$ cat src/rtl/time_display_mux.sv
// rtl/time_display_mux.sv - four-digit multiplexed seven-segment driver for the remaining-time readout
module time_display_mux #(
  parameter int REFRESH_DIV  = 50000,
  parameter int BLINK_FRAMES = 25
) (
  input  logic        Clk,
  input  logic        nReset,
  input  logic [11:0] PresentTime,
  input  logic        Active,
  output logic [6:0]  Seg,
  output logic        Dp,
  output logic [3:0]  DigitSel
);

  localparam int DW = (REFRESH_DIV > 1) ? $clog2(REFRESH_DIV) : 1;
  localparam int FW = $clog2(BLINK_FRAMES) + 1;
  localparam logic [DW-1:0] DWELL_LAST = DW'(REFRESH_DIV - 1);
  localparam logic [FW-1:0] FRAME_LAST = FW'(BLINK_FRAMES - 1);

  localparam logic [6:0] SEG_E     = 7'b0000110;
  localparam logic [6:0] SEG_C     = 7'b1000110;
  localparam logic [6:0] SEG_D     = 7'b0100001;
  localparam logic [6:0] SEG_DASH  = 7'b0111111;
  localparam logic [6:0] SEG_BLANK = 7'b1111111;

  logic          r_run;
  logic [DW-1:0] r_dwell;
  logic [1:0]    r_index;
  logic [11:0]   r_snap;
  logic          r_active;
  logic          r_done;
  logic [FW-1:0] r_frame_cnt;
  logic          r_hidden;
  logic [6:0]    r_seg;
  logic          r_dp;
  logic [3:0]    r_digit_sel;

  logic          w_load;
  logic [11:0]   w_snap;
  logic          w_dwell_wrap;
  logic          w_frame_end;
  logic          w_low_time;
  logic          w_fall;
  logic          w_rise;
  logic [6:0]    w_seg_nxt;
  logic          w_dp_nxt;
  logic [3:0]    w_sel_nxt;

  function automatic logic [6:0] bcd_to_seg(input logic [3:0] v);
    case (v)
      4'd0:    bcd_to_seg = 7'b1000000;
      4'd1:    bcd_to_seg = 7'b1111001;
      4'd2:    bcd_to_seg = 7'b0100100;
      4'd3:    bcd_to_seg = 7'b0110000;
      4'd4:    bcd_to_seg = 7'b0011001;
      4'd5:    bcd_to_seg = 7'b0010010;
      4'd6:    bcd_to_seg = 7'b0000010;
      4'd7:    bcd_to_seg = 7'b1111000;
      4'd8:    bcd_to_seg = 7'b0000000;
      4'd9:    bcd_to_seg = 7'b0010000;
      default: bcd_to_seg = SEG_E;
    endcase
  endfunction

  // Frame start takes PresentTime straight through so the whole frame decodes one consistent value.
  assign w_load       = (r_dwell == '0) && (r_index == 2'd0);
  assign w_snap       = w_load ? PresentTime : r_snap;
  assign w_dwell_wrap = (r_dwell == DWELL_LAST);
  assign w_frame_end  = r_run && w_dwell_wrap && (r_index == 2'd3);
  assign w_low_time   = Active && (w_snap[11:8] == 4'd0) && (w_snap[7:4] == 4'd0);
  assign w_fall       = r_active && !Active;
  assign w_rise       = !r_active && Active;

  // Decode the digit selected by the current scan position.
  always_comb begin
    w_seg_nxt = SEG_BLANK;
    w_dp_nxt  = 1'b1;
    w_sel_nxt = ~(4'b0001 << r_index);
    case (r_index)
      2'd0: w_seg_nxt = (w_snap[3:0] > 4'd9) ? SEG_E : bcd_to_seg(w_snap[3:0]);
      2'd1: w_seg_nxt = (w_snap[7:4] > 4'd5) ? SEG_E : bcd_to_seg(w_snap[7:4]);
      2'd2: w_seg_nxt = (w_snap[11:8] > 4'd9) ? SEG_E : bcd_to_seg(w_snap[11:8]);
      default: w_seg_nxt = Active ? SEG_C : (r_done ? SEG_D : SEG_DASH);
    endcase
    if (r_hidden && (r_index != 2'd3)) begin
      w_seg_nxt = SEG_BLANK;
    end
    if ((r_index == 2'd2) && Active && !r_hidden) begin
      w_dp_nxt = 1'b0;
    end
  end

  // Scan timing: one idle cycle after reset, then dwell/index advance; snapshot at frame start.
  always_ff @(posedge Clk or negedge nReset) begin
    if (!nReset) begin
      r_run   <= 1'b0;
      r_dwell <= '0;
      r_index <= 2'd0;
      r_snap  <= 12'h000;
    end else begin
      r_run <= 1'b1;
      if (w_load) begin
        r_snap <= PresentTime;
      end
      if (r_run) begin
        if (w_dwell_wrap) begin
          r_dwell <= '0;
          r_index <= r_index + 2'd1;
        end else begin
          r_dwell <= r_dwell + DW'(1);
        end
      end
    end
  end

  // Done latch: set when a session ends, cleared when a new one starts (rise wins).
  always_ff @(posedge Clk or negedge nReset) begin
    if (!nReset) begin
      r_active <= 1'b0;
      r_done   <= 1'b0;
    end else begin
      r_active <= Active;
      if (w_rise) begin
        r_done <= 1'b0;
      end else if (w_fall) begin
        r_done <= 1'b1;
      end
    end
  end

  // Low-time blink: count completed frames and toggle the visible/hidden phase.
  always_ff @(posedge Clk or negedge nReset) begin
    if (!nReset) begin
      r_frame_cnt <= '0;
      r_hidden    <= 1'b0;
    end else if (!w_low_time) begin
      r_frame_cnt <= '0;
      r_hidden    <= 1'b0;
    end else if (w_frame_end) begin
      if (r_frame_cnt == FRAME_LAST) begin
        r_frame_cnt <= '0;
        r_hidden    <= !r_hidden;
      end else begin
        r_frame_cnt <= r_frame_cnt + FW'(1);
      end
    end
  end

  // Registered display outputs; all-off until the scan is running.
  always_ff @(posedge Clk or negedge nReset) begin
    if (!nReset) begin
      r_seg       <= SEG_BLANK;
      r_dp        <= 1'b1;
      r_digit_sel <= 4'b1111;
    end else if (!r_run) begin
      r_seg       <= SEG_BLANK;
      r_dp        <= 1'b1;
      r_digit_sel <= 4'b1111;
    end else begin
      r_seg       <= w_seg_nxt;
      r_dp        <= w_dp_nxt;
      r_digit_sel <= w_sel_nxt;
    end
  end

  assign Seg      = r_seg;
  assign Dp       = r_dp;
  assign DigitSel = r_digit_sel;

endmodule
$ cat config.mk
export PLATFORM = sky130hd
export DESIGN_NAME = time_display_mux
export DESIGN_NICKNAME = d
export VERILOG_FILES = /design/src/rtl/time_display_mux.sv
export SDC_FILE = /design/constraint.sdc
export NUM_CORES = 1
export LEC_CHECK = 0
export CAP_MARGIN = 0
export CORE_ASPECT_RATIO = 0.9
export CORE_MARGIN = 2
export CORE_UTILIZATION = 35
export DETAILED_ROUTE_END_ITERATION = 7
export PLACE_DENSITY_LB_ADDON = 0.2
export SYNTH_ARGS = -nofsm -noshare
export SYNTH_HDL_FRONTEND = slang
export SYNTH_SLANG_ARGS = --single-unit
$ cat constraint.sdc
create_clock -name Clk -period 3.9 [get_ports Clk]
set_clock_uncertainty 0.15 [all_clocks]
set_input_delay 0.39 -clock Clk [delete_from_list [all_inputs] [get_ports Clk]]
set_output_delay 0.39 -clock Clk [all_outputs]
set_load 0.01 [all_outputs]
# Word level (Yosys, flattened, before mapping)
# Memory sizes are Yosys's and may differ from the RTL's.
# Cells that the tools add are included.
# W data, S select, Z words.
dict set report totals {
  register_bits 52
  latch_bits 0
  ram_bits 0
  romBits 336
  out_inout_bits 12
  wordCells 71
  mem_count 3
}
dict set report op_classes {
  n_addsub 3
  multipliers 0
  div_mod_pow 0
  n_lt_le_gt_ge 3
  eq_ne 8
  shifts 1
  muxes 21
  bitwise_logic 1
  reduce_logical 20
}
# memory depth width rd rd_clocked_by_memory_dff write_ports line
set mem_list {}
lappend mem_list {{(name not given)} 16 7 1 0 0 50} ;# case (v)
lappend mem_list {{(name not given)} 16 7 1 0 0 50}
lappend mem_list {{(name not given)} 16 7 1 0 0 50}
# op n
set op_table {}
lappend op_table {{$mux W7} 6}
lappend op_table {{$pmux W7 S3} 1}
lappend op_table {{$mux W6} 3}
lappend op_table {{$add A16 B1 Y16 const B} 1}
lappend op_table {{$eq A16 B16 Y1 const B} 1}
lappend op_table {{$logic_not A16 Y1} 1}
lappend op_table {{$mux W16} 1}
lappend op_table {{$mux W12} 1}
lappend op_table {{$logic_and A1 B1 Y1} 10}
lappend op_table {{$gt A4 B4 Y1 const B} 2}
lappend op_table {{$logic_not A4 Y1} 2}
lappend op_table {{$mux W1} 7}
lappend op_table {{$add A6 B1 Y6 const B} 1}
lappend op_table {{$eq A6 B5 Y1 const B} 1}
lappend op_table {{$mux W5} 1}
lappend op_table {{$eq A2 B2 Y1 const B} 2}
lappend op_table {{$gt A4 B3 Y1 const B} 1}
lappend op_table {{$mux W4} 1}
lappend op_table {{$ne A2 B2 Y1 const B} 2}
lappend op_table {{$not A4 Y4} 1}
lappend op_table {{$reduce_and A2 Y1} 2}
lappend op_table {{$shl A1 B2 Y4 const A} 1}
lappend op_table {{$logic_not A1 Y1} 3}
lappend op_table {{$add A2 B1 Y2 const B} 1}
lappend op_table {{other kinds (4)} 4}

# Logic depth before layout (Yosys ltp)
dict set report logic_depth {
  word_depth 8
  mapped_depth 16
}

# Worst setup path after synthesis
# OpenSTA, ideal clock, no wires.
dict set report synth_timing {
  path_kind {register to register}
  startpoint {reg r_dwell[0]}
  endpoint {reg r_seg[3], in the netlist Seg[3]}
  setup_time_ns 0.083
  arrival_ns 3.131
  t_required_ns 3.667
  setup_slack_ns 0.536
  stages_incl_launch_ff 16
  path_buffers 2
  period_less_slack_ns 3.364
  cell_sequence {dfrtp_1 > inv_1 > ha_1 > nor2b_1 > nand4_1 > or2_1 > buf_6 > clkbuf_1 > mux2i_1 > inv_1 > ha_1 > nor2_1 > a211oi_1 > o21ai_0 > o32ai_1 > a221o_1}
}
dict set report synth_via {
  elab_chain_cells 8
}
# element line
set synth_lines {}
lappend synth_lines {{from (decl)} 27} ;# logic [DW-1:0] r_dwell;
lappend synth_lines {{from (signal assigned)} 110} ;# r_dwell <= r_dwell + DW'(1);
lappend synth_lines {{$logic_not A16 Y1 (*)} 66} ;# assign w_load = (r_dwell == '0) && (r_index == 2'd0);
lappend synth_lines {{$logic_and A1 B1 Y1 (*)} 66}
lappend synth_lines {{$mux W12 (*)} 67} ;# assign w_snap = w_load ? PresentTime : r_snap;
lappend synth_lines {{$mem_v2 Z16 W7 (tied with other cells)} -}
lappend synth_lines {{$mux W7, on equally long branches} {82, 80, 81}}
lappend synth_lines {{$pmux W7 S3 (*)} 79} ;# case (r_index)
lappend synth_lines {{$mux W7 (*)} 85} ;# if (r_hidden && (r_index != 2'd3)) begin
lappend synth_lines {{$mux W7 (*)} 155} ;# end else if (!r_run) begin
lappend synth_lines {{to (signal assigned)} 160} ;# r_seg <= w_seg_nxt;
lappend synth_lines {{to (decl)} 34} ;# logic [6:0] r_seg;
# Every way passes the cells marked *; elsewhere a longest branch is shown, timed or not.
# A chain may end at the register's enable or synchronous reset.

# Worst setup path after layout
dict set report layout_timing {
  startpoint {reg r_dwell[10]}
  endpoint {reg r_seg[3], in the netlist Seg[3]}
}
# Same word-level chain as after synthesis.

==> out/metrics.cfg <==
[global_routing]
grtUsageTotal = 0.158
grt_max_degree = 28
grt_first_pass_wirelength_um = 12400
grt_antenna_before_repair = 0
grt_pass1_vias = 2432
overflow = 0

[cells_and_area]
n_fill_cell = 858
drive_gt1_frac = 0.0976
nets = 410
post-route-util = 0.427
syn_to_final_growth_pct = 16.7
diodes = 0

[power]
ir_drop_uv = 178
power.static_leakage_nw = 1.62
powerDensity_nw_per_um2 = 556

[critical_path]
crit_arrival_ns = 3.62
critPathMaxFanout = 6
worstSetupEndpointType = flip-flop
path_cells = nor4_1, nand2_1, or2_1, mux2i_1, inv_1, ha_1, nor2_1, a211oi_1, o21ai_0, o32ai_1, a221o_1
path_class = reg2reg
cp_slowest_cell = o21ai_0
max_stage_delay_ns = 0.47
start_kind = flip-flop
required_ns = 3.99

[clock_tree]
cts_tree = yes
path_clk_slew_ns = 0.10
cts_buffers = 5
htreeDepth = 2
cts_root_buffer = clkbuf_8
clkLatencyLatePin_ns = 0.31
clockBufferDepth = 2
post_cts_buffers = 0
cts.sinks = 52

[die]
core_um2 = 8690
die_h_um = 94.4
die_w_um = 104
ios = 27
dieArea_um2 = 9870
num_rows = 32
start_util = 0.366

[min_path]
hp-class = reg2reg

[synthesis]
synth_nets = 379
syn_inst = 337
syn_avg_cell_area_um2 = 9.44
synth-seq-cells = 52
ys_seq_area_frac = 0.414
synth_cell_types = 56
synth_ff_type = dfrtp_1
synth_edf_count = 0
ys_warn_count = 0
synth_area_um2 = 3180
ys_async_sr_fraction = 1.00

[place]
gp_congestion = 0.866
place_hpwl_um = 5610
port_buffers = 26

[timing]
finalSetupViolations = 0
tightest_slew_ns = 0.572
slew_violations = 0
rsz0062_at_grt = false
finalHoldViolCount = 0
period_needed_ns = 3.53
fmax_ghz = 0.283
fin_crit_sh = 0.906
slew_headroom = 0.619
fin_tns_setup_ns = 0

[routing]
wirelength_um = 7290
dr_total_vias = 2465
drc = 0
via_per_inst = 5.05
ant_nets = 0
drt_iter0_drc = 89
wl_per_cell_um = 14.9
first_pass_iters = 4

[job]
cap_violations = 0

[run_status]
status = complete, no violations

-- power breakdown --
group          leakage, nW  internal (mW)  switching (mW)  total [mW]
clock network       0.0541          0.190           0.180       0.370
logic                0.927          0.399           0.508       0.907
registers            0.639          0.680           0.105       0.784
-- worst paths after layout --
kind                              from          end  slack [ns]  depth (start not counted)
min reg2reg                r_dwell[12]  r_dwell[12]        0.37                          1
max                        r_dwell[10]       Seg[3]        0.37                         11
max in group asynchronous       nReset  DigitSel[3]        2.30                          3
min in group asynchronous       nReset    r_snap[0]        0.47                          2
max reg2reg                r_dwell[10]       Seg[3]        0.37                         11
min                        r_dwell[12]  r_dwell[12]        0.37                          1
-- cells in the mapped netlist, types with 2 or more instances --
cell	number	area [um^2]
a311oi_2	2	30.0
o21bai_1	2	15.0
o211ai_1	2	15.0
a2bb2oi_1	2	17.5
and2_1	4	25.0
nor3_1	8	40.0
or3_1	7	43.8
buf_2	2	10.0
nand2_1	41	154
ha_1	27	338
nand4_1	8	50.1
nor4_1	3	18.8
mux2i_1	18	180
dfrtp_1	40	1000
o21ai_0	14	70.1
nand2b_1	2	12.5
a21oi_1	10	50.1
nor2_1	26	97.6
nand3b_1	2	15.0
dfstp_2	12	315
xnor2_1	8	70.1
clkbuf_1	7	26.3
a211o_1	2	17.5
a41oi_1	2	17.5
inv_1	26	97.6
xor2_1	6	52.6
nor3b_1	3	22.5
o22a_1	3	26.3
and3_1	3	18.8
o22ai_1	3	18.8
a211oi_1	4	30.0
nand3_1	12	60.1
nor2b_1	3	18.8
-- area by class of cell --
class                      count  area (um^2)  share of cell area
clock buffer                   5         68.8              0.0185
clock inverter                 3         42.5              0.0115
inverter                      27          101              0.0273
multi-input combinational    248         1720               0.462
sequential                    52         1320               0.355
tap                          119          149              0.0401
timing repair buffer          34          318              0.0856
-- routing by layer --
metal / up-vias / part of all wire / wire [um] / track usage
li1: 1242 / - / - / -
met4: 0 / 0.013 / 93 / 0.0518
met2: 30 / 0.47 / 3410 / 0.255
met5: - / 0 / 0 / 0
met3: 6 / 0.032 / 232 / 0.0242
met1: 1187 / 0.49 / 3560 / 0.218
-- sequential cells by signal (all words and copies together), names as in the netlist --
name	cells
r_frame_cnt	6
Seg	7
r_index	2
DigitSel	4
Dp	1
r_active	1
r_done	1
r_snap	12
r_dwell	16
r_hidden	1
r_run	1
-- through the flow --
stage               power, mW  std cells  cell area, um^2  worst slack (ns)  hold WS (ns)
floorplan                1.39        337             3180             0.536       -0.0556
global placement         1.71        479             3590             0.534         0.267
detailed placement       1.70        479             3590             0.364         0.265
CTS                      2.09        488             3710             0.367         0.365
global route             2.24        488             3710            0.0311         0.391
finish                   2.06        488             3710             0.367         0.366
-- logic make-up (layout without fill, tap and decap cells) --
| logic type | count (synthesis) | after routing | share of synthesized area |
|---|---|---|---|
| compound gates | 58 | 58 | 0.129 |
| simple gates | 129 | 129 | 0.200 |
| mux | 19 | 19 | 0.0637 |
| other cells | 1 | 1 | 0.00118 |
| flops | 52 | 52 | 0.414 |
| fa+ha+maj | 27 | 27 | 0.106 |
| buf+inv | 37 | 69 | 0.0468 |
| xor+xnor | 14 | 14 | 0.0386 |
-- layout by cell type, fill, tap and decap left out, types with 3 or more instances in the layout --
cell type / synthesis / layout
mux2i_1: 18 / 18
xnor2_1: 8 / 8
a211oi_1: 4 / 4
or3_1: 7 / 7
and2_1: 4 / 4
nor2b_1: 3 / 3
o22ai_1: 3 / 3
and3_1: 3 / 3
clkdlybuf4s50_1: 0 / 25
nand3_1: 12 / 12
dfrtp_1: 40 / 40
nor2_1: 26 / 26
nand4_1: 8 / 8
nor4_1: 3 / 3
nand2_1: 41 / 41
ha_1: 27 / 27
o22a_1: 3 / 3
dfstp_2: 12 / 12
a21oi_1: 10 / 10
nor3b_1: 3 / 3
o21ai_0: 14 / 14
buf_4: 0 / 7
inv_1: 26 / 26
xor2_1: 6 / 6
clkbuf_8: 0 / 5
nor3_1: 8 / 8
-- worst max-delay path: cells and delay by family, from the launching register on --
family          cells  cell delay, ns
flops               1            0.43
buf+inv             1            0.08
simple gates        4            1.10
fa+ha+maj           1            0.22
mux                 1            0.35
compound gates      4            1.15
-- timing repair --
action / in CTS / in global routing
endpoints found under the setup margin: 0 / 0
endpoints found under the hold margin: 21 / 0
hold buffers: 1 / 0
resized for setup: 0 / 0
Note: power is estimated with default switching activity, not from simulation.
